## config.mk

```make
export PLATFORM = sky130hd
export DESIGN_NAME = dcache_controller_flat
export DESIGN_NICKNAME = d
export VERILOG_FILES = /design/src/rtl/dcache_pkg.sv /design/src/rtl/dcache_if.sv /design/src/rtl/dcache_sram.sv /design/src/rtl/dcache_controller.sv /design/src/flat_wrapper.sv
export SDC_FILE = /design/constraint.sdc
export NUM_CORES = 2
export LEC_CHECK = 0
export CAP_MARGIN = 20
export CORE_UTILIZATION = 25
export DETAILED_ROUTE_END_ITERATION = 10
export HOLD_SLACK_MARGIN = 0.12
export PLACE_DENSITY = 0.49
export SLEW_MARGIN = 25
export SYNTH_ARGS = -nofsm -noshare
export SYNTH_HDL_FRONTEND = slang
export SYNTH_MEMORY_MAX_BITS = 65536
export SYNTH_SLANG_ARGS = --single-unit
```

## constraint.sdc

```tcl
create_clock -name clk_i -period 6.8 [get_ports clk_i]
set_clock_uncertainty 0.2 [all_clocks]
set_input_delay 1.36 -clock clk_i [delete_from_list [all_inputs] [get_ports clk_i]]
set_output_delay 1.36 -clock clk_i [all_outputs]
set_load 0.02 [all_outputs]
```

## src/rtl/dcache_pkg.sv

```systemverilog
`default_nettype none
// +----------------------------------------------------------------------------+
// | Module      : dcache_pkg                                                   |
// | Description : Shared geometry, FSM encoding and address-field helpers for  |
// |               the direct-mapped write-back L1 data cache.                  |
// | Revision    : 1.0  initial release                                         |
// +----------------------------------------------------------------------------+

`ifndef DCACHE_PKG_MACROS
`define DCACHE_PKG_MACROS
// Address-field extraction: tag | index | byte offset
`define DC_TAG(a)  a[dcache_pkg::ADDR_W-1 : dcache_pkg::OFFSET_W+dcache_pkg::INDEX_W]
`define DC_IDX(a)  a[dcache_pkg::OFFSET_W+dcache_pkg::INDEX_W-1 : dcache_pkg::OFFSET_W]
`define DC_WSEL(a) a[dcache_pkg::OFFSET_W-1 : dcache_pkg::WSEL_LSB]
`endif

package dcache_pkg;

    localparam int ADDR_W         = 32;
    localparam int WORD_W         = 32;
    localparam int LINE_W         = 256;
    localparam int NUM_LINES      = 16;

    localparam int OFFSET_W       = 5;
    localparam int INDEX_W        = 4;
    localparam int TAG_W          = ADDR_W - INDEX_W - OFFSET_W;   // 23

    // Word select inside a line: addr[4:2]
    localparam int WSEL_LSB       = 2;
    localparam int WSEL_W         = OFFSET_W - WSEL_LSB;           // 3
    localparam int WORDS_PER_LINE = LINE_W / WORD_W;               // 8

    typedef enum logic [1:0] {
        ST_IDLE      = 2'd0,
        ST_WRITEBACK = 2'd1,
        ST_REFILL    = 2'd2
    } state_t;

endpackage

`default_nettype wire

```

## src/rtl/dcache_if.sv

```systemverilog
`default_nettype none
// +----------------------------------------------------------------------------+
// | Module      : dcache_if                                                    |
// | Description : CPU-side request bus and memory-side line-transfer bus of    |
// |               the data cache. slave = cache view, master = pipeline/memory.|
// | Revision    : 1.0  initial release                                         |
// +----------------------------------------------------------------------------+
interface dcache_if;
    import dcache_pkg::*;

    logic                cpu_req_i;
    logic                cpu_we_i;
    logic [ADDR_W-1:0]   cpu_addr_i;
    logic [WORD_W-1:0]   cpu_data_i;
    logic [WORD_W-1:0]   cpu_data_o;
    logic                cpu_stall_o;

    logic                mem_req_o;
    logic                mem_we_o;
    logic [ADDR_W-1:0]   mem_addr_o;
    logic [LINE_W-1:0]   mem_data_o;
    logic                mem_ack_i;
    logic [LINE_W-1:0]   mem_data_i;

    modport slave (
        input  cpu_req_i, cpu_we_i, cpu_addr_i, cpu_data_i,
        output cpu_data_o, cpu_stall_o,
        output mem_req_o, mem_we_o, mem_addr_o, mem_data_o,
        input  mem_ack_i, mem_data_i
    );

    modport master (
        output cpu_req_i, cpu_we_i, cpu_addr_i, cpu_data_i,
        input  cpu_data_o, cpu_stall_o,
        input  mem_req_o, mem_we_o, mem_addr_o, mem_data_o,
        output mem_ack_i, mem_data_i
    );

endinterface

`default_nettype wire

```

## src/rtl/dcache_sram.sv

```systemverilog
`default_nettype none
// +----------------------------------------------------------------------------+
// | Module      : dcache_sram                                                  |
// | Description : Tag, valid, dirty and line-data storage. Asynchronous read,  |
// |               synchronous write of a full line or of a single word.        |
// | Revision    : 1.0  initial release                                         |
// +----------------------------------------------------------------------------+
module dcache_sram
    import dcache_pkg::*;
(
    input  logic                clk_i,
    input  logic                rst_i,
    input  logic [INDEX_W-1:0]  idx_i,
    // read port
    output logic                valid_o,
    output logic                dirty_o,
    output logic [TAG_W-1:0]    tag_o,
    output logic [LINE_W-1:0]   line_o,
    // full-line install (refill): sets valid, clears dirty
    input  logic                line_we_i,
    input  logic [TAG_W-1:0]    tag_i,
    input  logic [LINE_W-1:0]   line_i,
    // single-word store: sets dirty
    input  logic                word_we_i,
    input  logic [WSEL_W-1:0]   word_sel_i,
    input  logic [WORD_W-1:0]   word_i
);

    logic [NUM_LINES-1:0] valid_q;
    logic [NUM_LINES-1:0] dirty_q;
    logic [TAG_W-1:0]     tag_q  [NUM_LINES];
    logic [LINE_W-1:0]    data_q [NUM_LINES];

    // Bit offset of the selected word inside the line
    logic [7:0] word_base;
    assign word_base = {word_sel_i, 5'd0};

    // Status bits are the only state cleared by reset
    always_ff @(posedge clk_i) begin
        if (rst_i) begin
            valid_q <= '0;
            dirty_q <= '0;
        end else if (line_we_i) begin
            valid_q[idx_i] <= 1'b1;
            dirty_q[idx_i] <= 1'b0;
        end else if (word_we_i) begin
            dirty_q[idx_i] <= 1'b1;
        end
    end

    // Tag and data arrays carry no reset; valid bits qualify them
    always_ff @(posedge clk_i) begin
        if (line_we_i) begin
            data_q[idx_i] <= line_i;
            tag_q[idx_i]  <= tag_i;
        end else if (word_we_i) begin
            data_q[idx_i][word_base +: WORD_W] <= word_i;
        end
    end

    assign valid_o = valid_q[idx_i];
    assign dirty_o = dirty_q[idx_i];
    assign tag_o   = tag_q[idx_i];
    assign line_o  = data_q[idx_i];

endmodule

`default_nettype wire

```

## src/rtl/dcache_controller.sv

```systemverilog
`default_nettype none
// +----------------------------------------------------------------------------+
// | Module      : dcache_controller                                            |
// | Description : Direct-mapped, write-back, write-allocate L1 data cache.     |
// |               Hits complete in the request cycle; misses stall the pipe    |
// |               while a write-back and/or refill line transfer runs.         |
// | Revision    : 1.0  initial release                                         |
// +----------------------------------------------------------------------------+
module dcache_controller
    import dcache_pkg::*;
(
    input  logic     clk_i,
    input  logic     rst_i,
    dcache_if.slave  bus
);

    state_t state_q;
    state_t state_d;

    logic [INDEX_W-1:0] req_idx;
    logic [TAG_W-1:0]   req_tag;
    logic [WSEL_W-1:0]  req_wsel;
    logic [7:0]         rd_base;

    logic               line_valid;
    logic               line_dirty;
    logic [TAG_W-1:0]   line_tag;
    logic [LINE_W-1:0]  line_data;

    logic               hit;
    logic               line_we;
    logic               word_we;

    // Byte-lane bits are always zero for word-aligned accesses
    logic unused_addr_bits;
    assign unused_addr_bits = ^bus.cpu_addr_i[WSEL_LSB-1:0];

    assign req_idx  = `DC_IDX(bus.cpu_addr_i);
    assign req_tag  = `DC_TAG(bus.cpu_addr_i);
    assign req_wsel = `DC_WSEL(bus.cpu_addr_i);
    assign rd_base  = {req_wsel, 5'd0};

    dcache_sram u_sram (
        .clk_i      (clk_i),
        .rst_i      (rst_i),
        .idx_i      (req_idx),
        .valid_o    (line_valid),
        .dirty_o    (line_dirty),
        .tag_o      (line_tag),
        .line_o     (line_data),
        .line_we_i  (line_we),
        .tag_i      (req_tag),
        .line_i     (bus.mem_data_i),
        .word_we_i  (word_we),
        .word_sel_i (req_wsel),
        .word_i     (bus.cpu_data_i)
    );

    assign hit = bus.cpu_req_i & line_valid & (line_tag == req_tag);

    assign bus.cpu_stall_o = (bus.cpu_req_i & ~hit) | (state_q != ST_IDLE);
    assign bus.cpu_data_o  = (hit & ~bus.cpu_we_i) ? line_data[rd_base +: WORD_W] : '0;

    // FSM state register
    always_ff @(posedge clk_i) begin
        if (rst_i) begin
            state_q <= ST_IDLE;
        end else begin
            state_q <= state_d;
        end
    end

    // Next-state, memory-bus drive and array write enables
    always_comb begin
        state_d        = state_q;
        bus.mem_req_o  = 1'b0;
        bus.mem_we_o   = 1'b0;
        bus.mem_addr_o = '0;
        bus.mem_data_o = '0;
        line_we        = 1'b0;
        word_we        = 1'b0;

        case (state_q)
            ST_IDLE: begin
                if (bus.cpu_req_i) begin
                    if (hit) begin
                        // Store hits, including the replay after a refill
                        word_we = bus.cpu_we_i & ~rst_i;
                    end else if (line_valid & line_dirty) begin
                        state_d = ST_WRITEBACK;
                    end else begin
                        state_d = ST_REFILL;
                    end
                end
            end
            ST_WRITEBACK: begin
                bus.mem_req_o  = 1'b1;
                bus.mem_we_o   = 1'b1;
                bus.mem_addr_o = {line_tag, req_idx, {OFFSET_W{1'b0}}};
                bus.mem_data_o = line_data;
                if (bus.mem_ack_i) begin
                    state_d = ST_REFILL;
                end
            end
            ST_REFILL: begin
                bus.mem_req_o  = 1'b1;
                bus.mem_addr_o = {req_tag, req_idx, {OFFSET_W{1'b0}}};
                if (bus.mem_ack_i) begin
                    // A reset coinciding with the ack must not install the line
                    line_we = ~rst_i;
                    state_d = ST_IDLE;
                end
            end
            default: begin
                state_d = ST_IDLE;
            end
        endcase
    end

endmodule

`default_nettype wire
```

## src/flat_wrapper.sv

```systemverilog
// flat-port wrapper written by rule: the top's interface ports become plain ports
module dcache_controller_flat import dcache_pkg::*;
  (clk_i, rst_i, bus_cpu_req_i, bus_cpu_we_i, bus_cpu_addr_i, bus_cpu_data_i, bus_cpu_data_o, bus_cpu_stall_o, bus_mem_req_o, bus_mem_we_o, bus_mem_addr_o, bus_mem_data_o, bus_mem_ack_i, bus_mem_data_i);
  dcache_if bus_i ();
  input  logic clk_i;
  input  logic rst_i;
  input wire logic [$bits(bus_i.cpu_req_i)-1:0] bus_cpu_req_i;
  input wire logic [$bits(bus_i.cpu_we_i)-1:0] bus_cpu_we_i;
  input wire logic [$bits(bus_i.cpu_addr_i)-1:0] bus_cpu_addr_i;
  input wire logic [$bits(bus_i.cpu_data_i)-1:0] bus_cpu_data_i;
  output wire logic [$bits(bus_i.cpu_data_o)-1:0] bus_cpu_data_o;
  output wire logic [$bits(bus_i.cpu_stall_o)-1:0] bus_cpu_stall_o;
  output wire logic [$bits(bus_i.mem_req_o)-1:0] bus_mem_req_o;
  output wire logic [$bits(bus_i.mem_we_o)-1:0] bus_mem_we_o;
  output wire logic [$bits(bus_i.mem_addr_o)-1:0] bus_mem_addr_o;
  output wire logic [$bits(bus_i.mem_data_o)-1:0] bus_mem_data_o;
  input wire logic [$bits(bus_i.mem_ack_i)-1:0] bus_mem_ack_i;
  input wire logic [$bits(bus_i.mem_data_i)-1:0] bus_mem_data_i;
  assign bus_i.cpu_req_i = bus_cpu_req_i;
  assign bus_i.cpu_we_i = bus_cpu_we_i;
  assign bus_i.cpu_addr_i = bus_cpu_addr_i;
  assign bus_i.cpu_data_i = bus_cpu_data_i;
  assign bus_cpu_data_o = bus_i.cpu_data_o;
  assign bus_cpu_stall_o = bus_i.cpu_stall_o;
  assign bus_mem_req_o = bus_i.mem_req_o;
  assign bus_mem_we_o = bus_i.mem_we_o;
  assign bus_mem_addr_o = bus_i.mem_addr_o;
  assign bus_mem_data_o = bus_i.mem_data_o;
  assign bus_i.mem_ack_i = bus_mem_ack_i;
  assign bus_i.mem_data_i = bus_mem_data_i;
  dcache_controller u_core (.clk_i(clk_i), .rst_i(rst_i), .bus(bus_i));
endmodule
```

### Word level (Yosys, flattened, before mapping)

Memory sizes are Yosys's and may differ from the RTL's.
Cells that the tools add are included.

* register bits: 34
* bits in writable memories: 4464
* input port bits: 325
* output and inout port bits: 323
* logic and storage cells: 579
* memories: 2

Memories
* u_core.u_sram.data_q: words 16, bits a word 256, rd ports 1, clocked after Yosys merged registers in 0, write ports 1, RTL line dcache_sram.sv:32 `logic [LINE_W-1:0] data_q [NUM_LINES];`
* u_core.u_sram.tag_q: words 16, bits a word 23, rd ports 1, clocked after Yosys merged registers in 0, write ports 1, RTL line dcache_sram.sv:31 `logic [TAG_W-1:0] tag_q [NUM_LINES];`

* $add $sub $neg: 1
* $lt $le $gt $ge: 2
* eq/ne operators: 7
* shift operators: 3
* muxes and demuxes: 285
* bitwise logic cells: 270
* reductions and logical operators: 6

Operators with widths (number)
* $mux 256: 2
* $mux 1: 270
* $or 1x1->1: 257
* $shift 32x10->256 const A: 1
* $shiftx 256x9->32: 1
* $shiftx 32x10->256: 1
* $pmux 32 s2: 1
* $mux 16: 2
* $mux 32: 1
* $or 16x16->16: 2
* $eq 23x23->1: 1
* $and 16x16->16: 1
* $not 16->16: 1
* $mux 2: 5
* $neg 8->10: 1
* $bmux 1 s4: 2
* $ne 2x2->1 const B: 4
* $and 1x1->1: 6
* $pmux 2 s3: 1
* $lt 4x5->1 const B: 1
* $demux 1 s4: 1
* $ge 4x1->1 const B: 1
* $reduce_and 4->1: 1
* $reduce_bool 2->1: 2
* other kinds (6): 8

### Logic depth before layout (Yosys ltp)

* word-level depth: 11
* depth in mapped cells: 16
* depth with buffers taken out: 10

### Modules after synthesis

From an unflattened synthesis, not the netlist that was laid out.

* cell total of the unflattened synthesis: 8298
* area, all modules: 177225.0 um2

By module, submodules not included
* dcache_sram: times used 1, cells each 7736, area each 172599.3 um2, seq. area each 134689.2 um2
* dcache_controller: times used 1, cells each 562, area each 4625.7 um2, seq. area each 40.0 um2

### Least setup slack after synthesis

No wires, ideal clock.

* path type: input -> output
* start: input bus_cpu_addr_i[5]
* end: output bus_cpu_data_o[0]
* arrival: 4.826 ns
* data required time: 5.240 ns
* path slack: 0.414 ns
* cell stages on the path: 13
* buffers on the path: 8
* cells stage by stage: buf_6 buf_6 buf_6 buf_6 buf_4 buf_2 clkbuf_1 buf_1 mux4_2 mux4_2 mux4_2 nand2_1 a21oi_1

* longest elaborated chain between the ends: 6
* elaborated cells on any way between the ends: 10
* those cells by class: 1 x eq/ne; 1 x shift; 3 x mux; 3 x bitwise; 2 x memory

Ends and longest elaborated chain
* from (decl): RTL line flat_wrapper.sv:9 `input wire logic [$bits(bus_i.cpu_addr_i)-1:0] bus_cpu_addr_i;`
* branches (longest 5 deep; another with $mem_v2 16x256)
* $mux 32 (*): RTL line dcache_controller.sv:62 `assign bus.cpu_data_o = (hit & ~bus.cpu_we_i) ? line_data[rd_base +: WORD_W] : '0;`
* to (decl): RTL line flat_wrapper.sv:11 `output wire logic [$bits(bus_i.cpu_data_o)-1:0] bus_cpu_data_o;`

Mark *: on every way between the ends. The select of a mux whose other input is x is not followed.

### Final worst setup path

* start: input bus_cpu_addr_i[5]
* end: output bus_cpu_data_o[22]

The elaborated chain is that of the path after synthesis.

==> results.txt <==
- Transition time at the pin with the least slew margin: ~1.3 ns
* Unrepaired setup endpoints after global routing: false
- Number of endpoints failing setup at the final stage: 2
- Dividing the detail-routed wire length by the instance count gives 35.1 µm.
- Fmax: between 0.1 and 0.15 GHz
- End of the worst register-to-register path: u_core.u_sram.data_q[10][74]$_DFFE_PP_
* Initial standard-cell utilization of the core: 0.251
- The run finished, with violations left.
* Final worst path period need: between 6 and 7 ns
- Once layout is complete, the utilization of the core stands at 0.313.
- Post-synthesis average cell area: approximately 23 µm²
- Dividing the detail-routed via count by the number of cells gives ~4.8.
- The first global-routing pass estimated about 900 mm of wire.
- The number of antenna violations at the first check in global routing is between 150 and 200.
* Violations in the final reports: negative setup slack
- The largest individual stage delay along the critical path comes from the cell a2111oi_1.
- Of the synthesized area, sequential elements account for 0.753.
- Prior to clock tree synthesis, the placed netlist has a worst setup slack of -0.539 ns.
- Wire segments on met3 add up to between 60 and 70 mm in the final route.
* Worst path setup slack after routing: -0.0323 ns
* GP Congestion: between 0.8 and 0.9
- Core Box Area: between 700000 and 800000 µm²
* Startpoint kind of the worst setup timing path: primary input
- The area growth from synthesis to layout is 24.9%.
* Worst r2r src: u_core.u_sram.tag_q[13][2]$_DFFE_PP_
- Data on the critical path is required at its endpoint by ~5.2 ns.
* Count of port buffers added during placement: 640
- The HPWL after detailed placement is a little under 500 mm.
* Depth of the worst register-to-register path: 11
* CP Cell Sequence: buf_16 > buf_16 > buf_4 > mux4_2 > mux2_2 > nand2_1 > a2111oi_1 > a31oi_1 > nor4b_4 > buf_4 > nand3_1 > or2_2 > buf_12 > a21oi_4 > buf_6 > buf_4
- Class of the most critical hold timing path: reg2reg
* Max transition margin: 0.132
* Synth Warn #: 0
- The die covers slightly above 700000 µm².
* Detailed Route Iter0 Violations: between 10000 and 15000
- Library cell with the largest summed area after synthesis: edfxtp_1
- Critical Setup Path Class: in2out
- In the routed design, unresolved DRC markers number 0.
- Reg2reg setup slack: between 1.5 and 2 ns
- On the worst path, the slowest cell contributes a delay of 0.53 ns.
- H-Tree Depth: 5
* Most used flip-flop cell after synthesis: edfxtp_1
* Critical path endpoint category: primary output
* Clock sinks: 4498
- The design draws 0.0607 W.
- Routed length on met2: around 320 mm
- Antenna-violating nets left: 0
- Power spread over the standard cell area amounts to 272 nW/µm².
- Gate count after technology mapping: slightly below 8000
- In the final layout, the share of cells above drive strength 1 is 0.352.
- Net count reported at finish: roughly 10000
* Leakage Power: 69.8 nW
* Global routing usage summed across all routing layers: 0.186
* Count of distinct cell types in the synthesized netlist: between 70 and 80
- Max FO, Critical Path: 32
- Across the VDD grid, the largest voltage drop is 0.253 mV.
- Counting flops with a built-in enable in the synthesized netlist gives around 4500.
- Sum of negative setup slack: -0.0338 ns
* IO Pins: 648
- The highest layer touched by signal routing is met5.
- Clock buffers created by TritonCTS: approximately 470
* Synthesized cell area: about 180000 µm²
- The routed layout has between 90000 and 100k vias.
- Clock Tree Root: clkbuf_16
- Maximum number of pins on one net before global-route repair: 130
- Endpoint arrival time on the critical path: 5.27 ns
* Commonest cells post-synth: 4464 x edfxtp_1, 1410 x mux4_2, 310 x nor2_1
- Final std cell area, no fill: 223000 µm²
- After detailed routing, the wire length on met1 is approximately 270 mm.
* Proportion of synthesized flip-flops having asynchronous set or reset: 0
- Clock-pin slew was measured on the worst setup and hold paths at 0.07 ns.
* Period Utilization, post-route: 1.00
* Most frequent cell after synthesis: edfxtp_1
* Count of maximum capacitance violations: 0
- By area the synthesized netlist is led by edfxtp_1 75%, mux4_2 18%, mux2_1 1.3%, and2_1 0.93%, mux2i_1 0.72%.
- The share of synthesized area in the top cell type comes to 0.749.
- Total number of placement rows: 310
- Longest Clk Path Bufs: 4
* Hold path cells: 1
- Among the stages of the critical path, the cell type that occurs most often is buf_4.
- Vias in the first global route: 93928
- Startpoint of the tightest hold check path: u_core.u_sram.valid_q[2]$_SDFFE_PP0P_
- Clock latency at the later pin of the worst-skew pair: 1.08 ns
* Fin. Hold Viols: 0
- Fin. max-slew vios: 0
- TritonCTS built the clock tree.
- Die Span X: approximately 850 µm
- DIE HEIGHT: between 800 and 900 µm
* Flops & latches, synth: about 4500
- After global routing the overflow that remains totals 0.
- Placed Area: between 200000 and 250000 µm²
- Worst min-delay path endpoint: u_core.u_sram.valid_q[2]$_SDFFE_PP0P_
- Pre-antenna DRT Iters: 5
- Routed Wire Length: around 700 mm
==> sequential cells by signal, summed over array words and instances (netlist names), named ones only <==
name / count
u_core.state_q: 2
u_core.u_sram.data_q: 4096
u_core.u_sram.tag_q: 368
u_core.u_sram.valid_q: 16
==> worst max-delay path by stage <==
stage | cells after the start | to | slack (ns) | start
floorplan | 13 | bus_cpu_data_o[0] | 0.41 | bus_cpu_addr_i[5]
global placement | 15 | bus_cpu_data_o[31] | -0.69 | bus_cpu_addr_i[10]
detailed placement | 15 | bus_cpu_data_o[31] | -0.54 | bus_cpu_addr_i[10]
CTS | 16 | bus_cpu_data_o[20] | 0.06 | bus_cpu_addr_i[8]
global route | 16 | bus_cpu_data_o[22] | 0.02 | bus_cpu_addr_i[5]
finish | 16 | bus_cpu_data_o[22] | -0.03 | bus_cpu_addr_i[5]
==> layout by cell type, fill, tap and decap left out, types with 16 or more instances in the layout <==
master and count:
edfxtp_1 4464, mux4_2 1410, buf_4 780, clkbuf_16 471, clkdlybuf4s50_1 453, diode_2 347, buf_12 319, and2_1 267
mux2_1 210, nor2_1 159, nor2_4 153, nand2_1 136, mux2i_1 118, clkinv_1 110, clkinv_2 86, clkbuf_1 86
bufinv_16 46, inv_1 44, nand2b_1 39, mux2_2 39, a22oi_1 35, dfxtp_1 34, nor2b_1 30, a21oi_1 29
buf_6 24, nand2_2 18, clkinvlp_4 18, a21oi_2 16
==> routing by layer <==
metal | vias to the layer above | track usage
met5 | - | 0
met4 | 68 | 0.101
met3 | 1025 | 0.0491
met2 | 4720 | 0.295
met1 | 51410 | 0.234
li1 | 37010 | -
==> report_power, final <==
part	total (W)	internal, W	switching (W)	leakage [nW]
clock	0.0254	0.0144	0.0110	7.30
combinational	0.00474	0.00173	0.00302	22.1
sequential	0.0306	0.0306	0.0000200	40.4
==> cell families after synthesis <==
kind of cell	Yosys count	share of synthesized area
other	1	0.0000210
adders and majority gates	8	0.000559
muxes	1788	0.200
and+or+nand+nor	875	0.0249
AOI/OAI and AO/OA	196	0.00781
DFF	4498	0.753
xor gates and xnor gates	18	0.000881
buffers and inverters	504	0.0126
==> per-stage QoR <==
step / instances / hold WS (ns)
2_1_floorplan: 7892 / 0.221
3_3_place_gp: 18522 / 0.228
3_5_place_dp: 18527 / 0.238
4_1_cts: 19378 / 0.254
5_1_grt: 19632 / 0.266
6_report: 19741 / 0.256
==> final cells by class <==
type | count | area (µm²)
fillers | 68087 | 489000
flip-flops and latches | 4498 | 135000
multi-input cells | 2890 | 43400
repair buffers | 1591 | 17400
clock buffers | 557 | 12100
well taps | 9516 | 11900
clock inverters | 293 | 2870
diodes | 347 | 868
inverters | 49 | 193
==> worst max-delay path: cells and delay by family <==
kind                   cells  cell delay (ns)
AO/OA/AOI/OAI              3             1.07
multiplexers               2             0.52
AND/OR/NAND/NOR            4             0.95
buffers and inverters      7             1.20
==> what timing repair did <==
action                     in CTS  in global routing
pin swaps                       1                  4
buffers inserted                0                 15
cloned                          1                  0
gates resized for setup        42                 18
setup endpoints to repair      33                 33
hold buffers                    0                  0
Power figures use the tool's default switching activity.
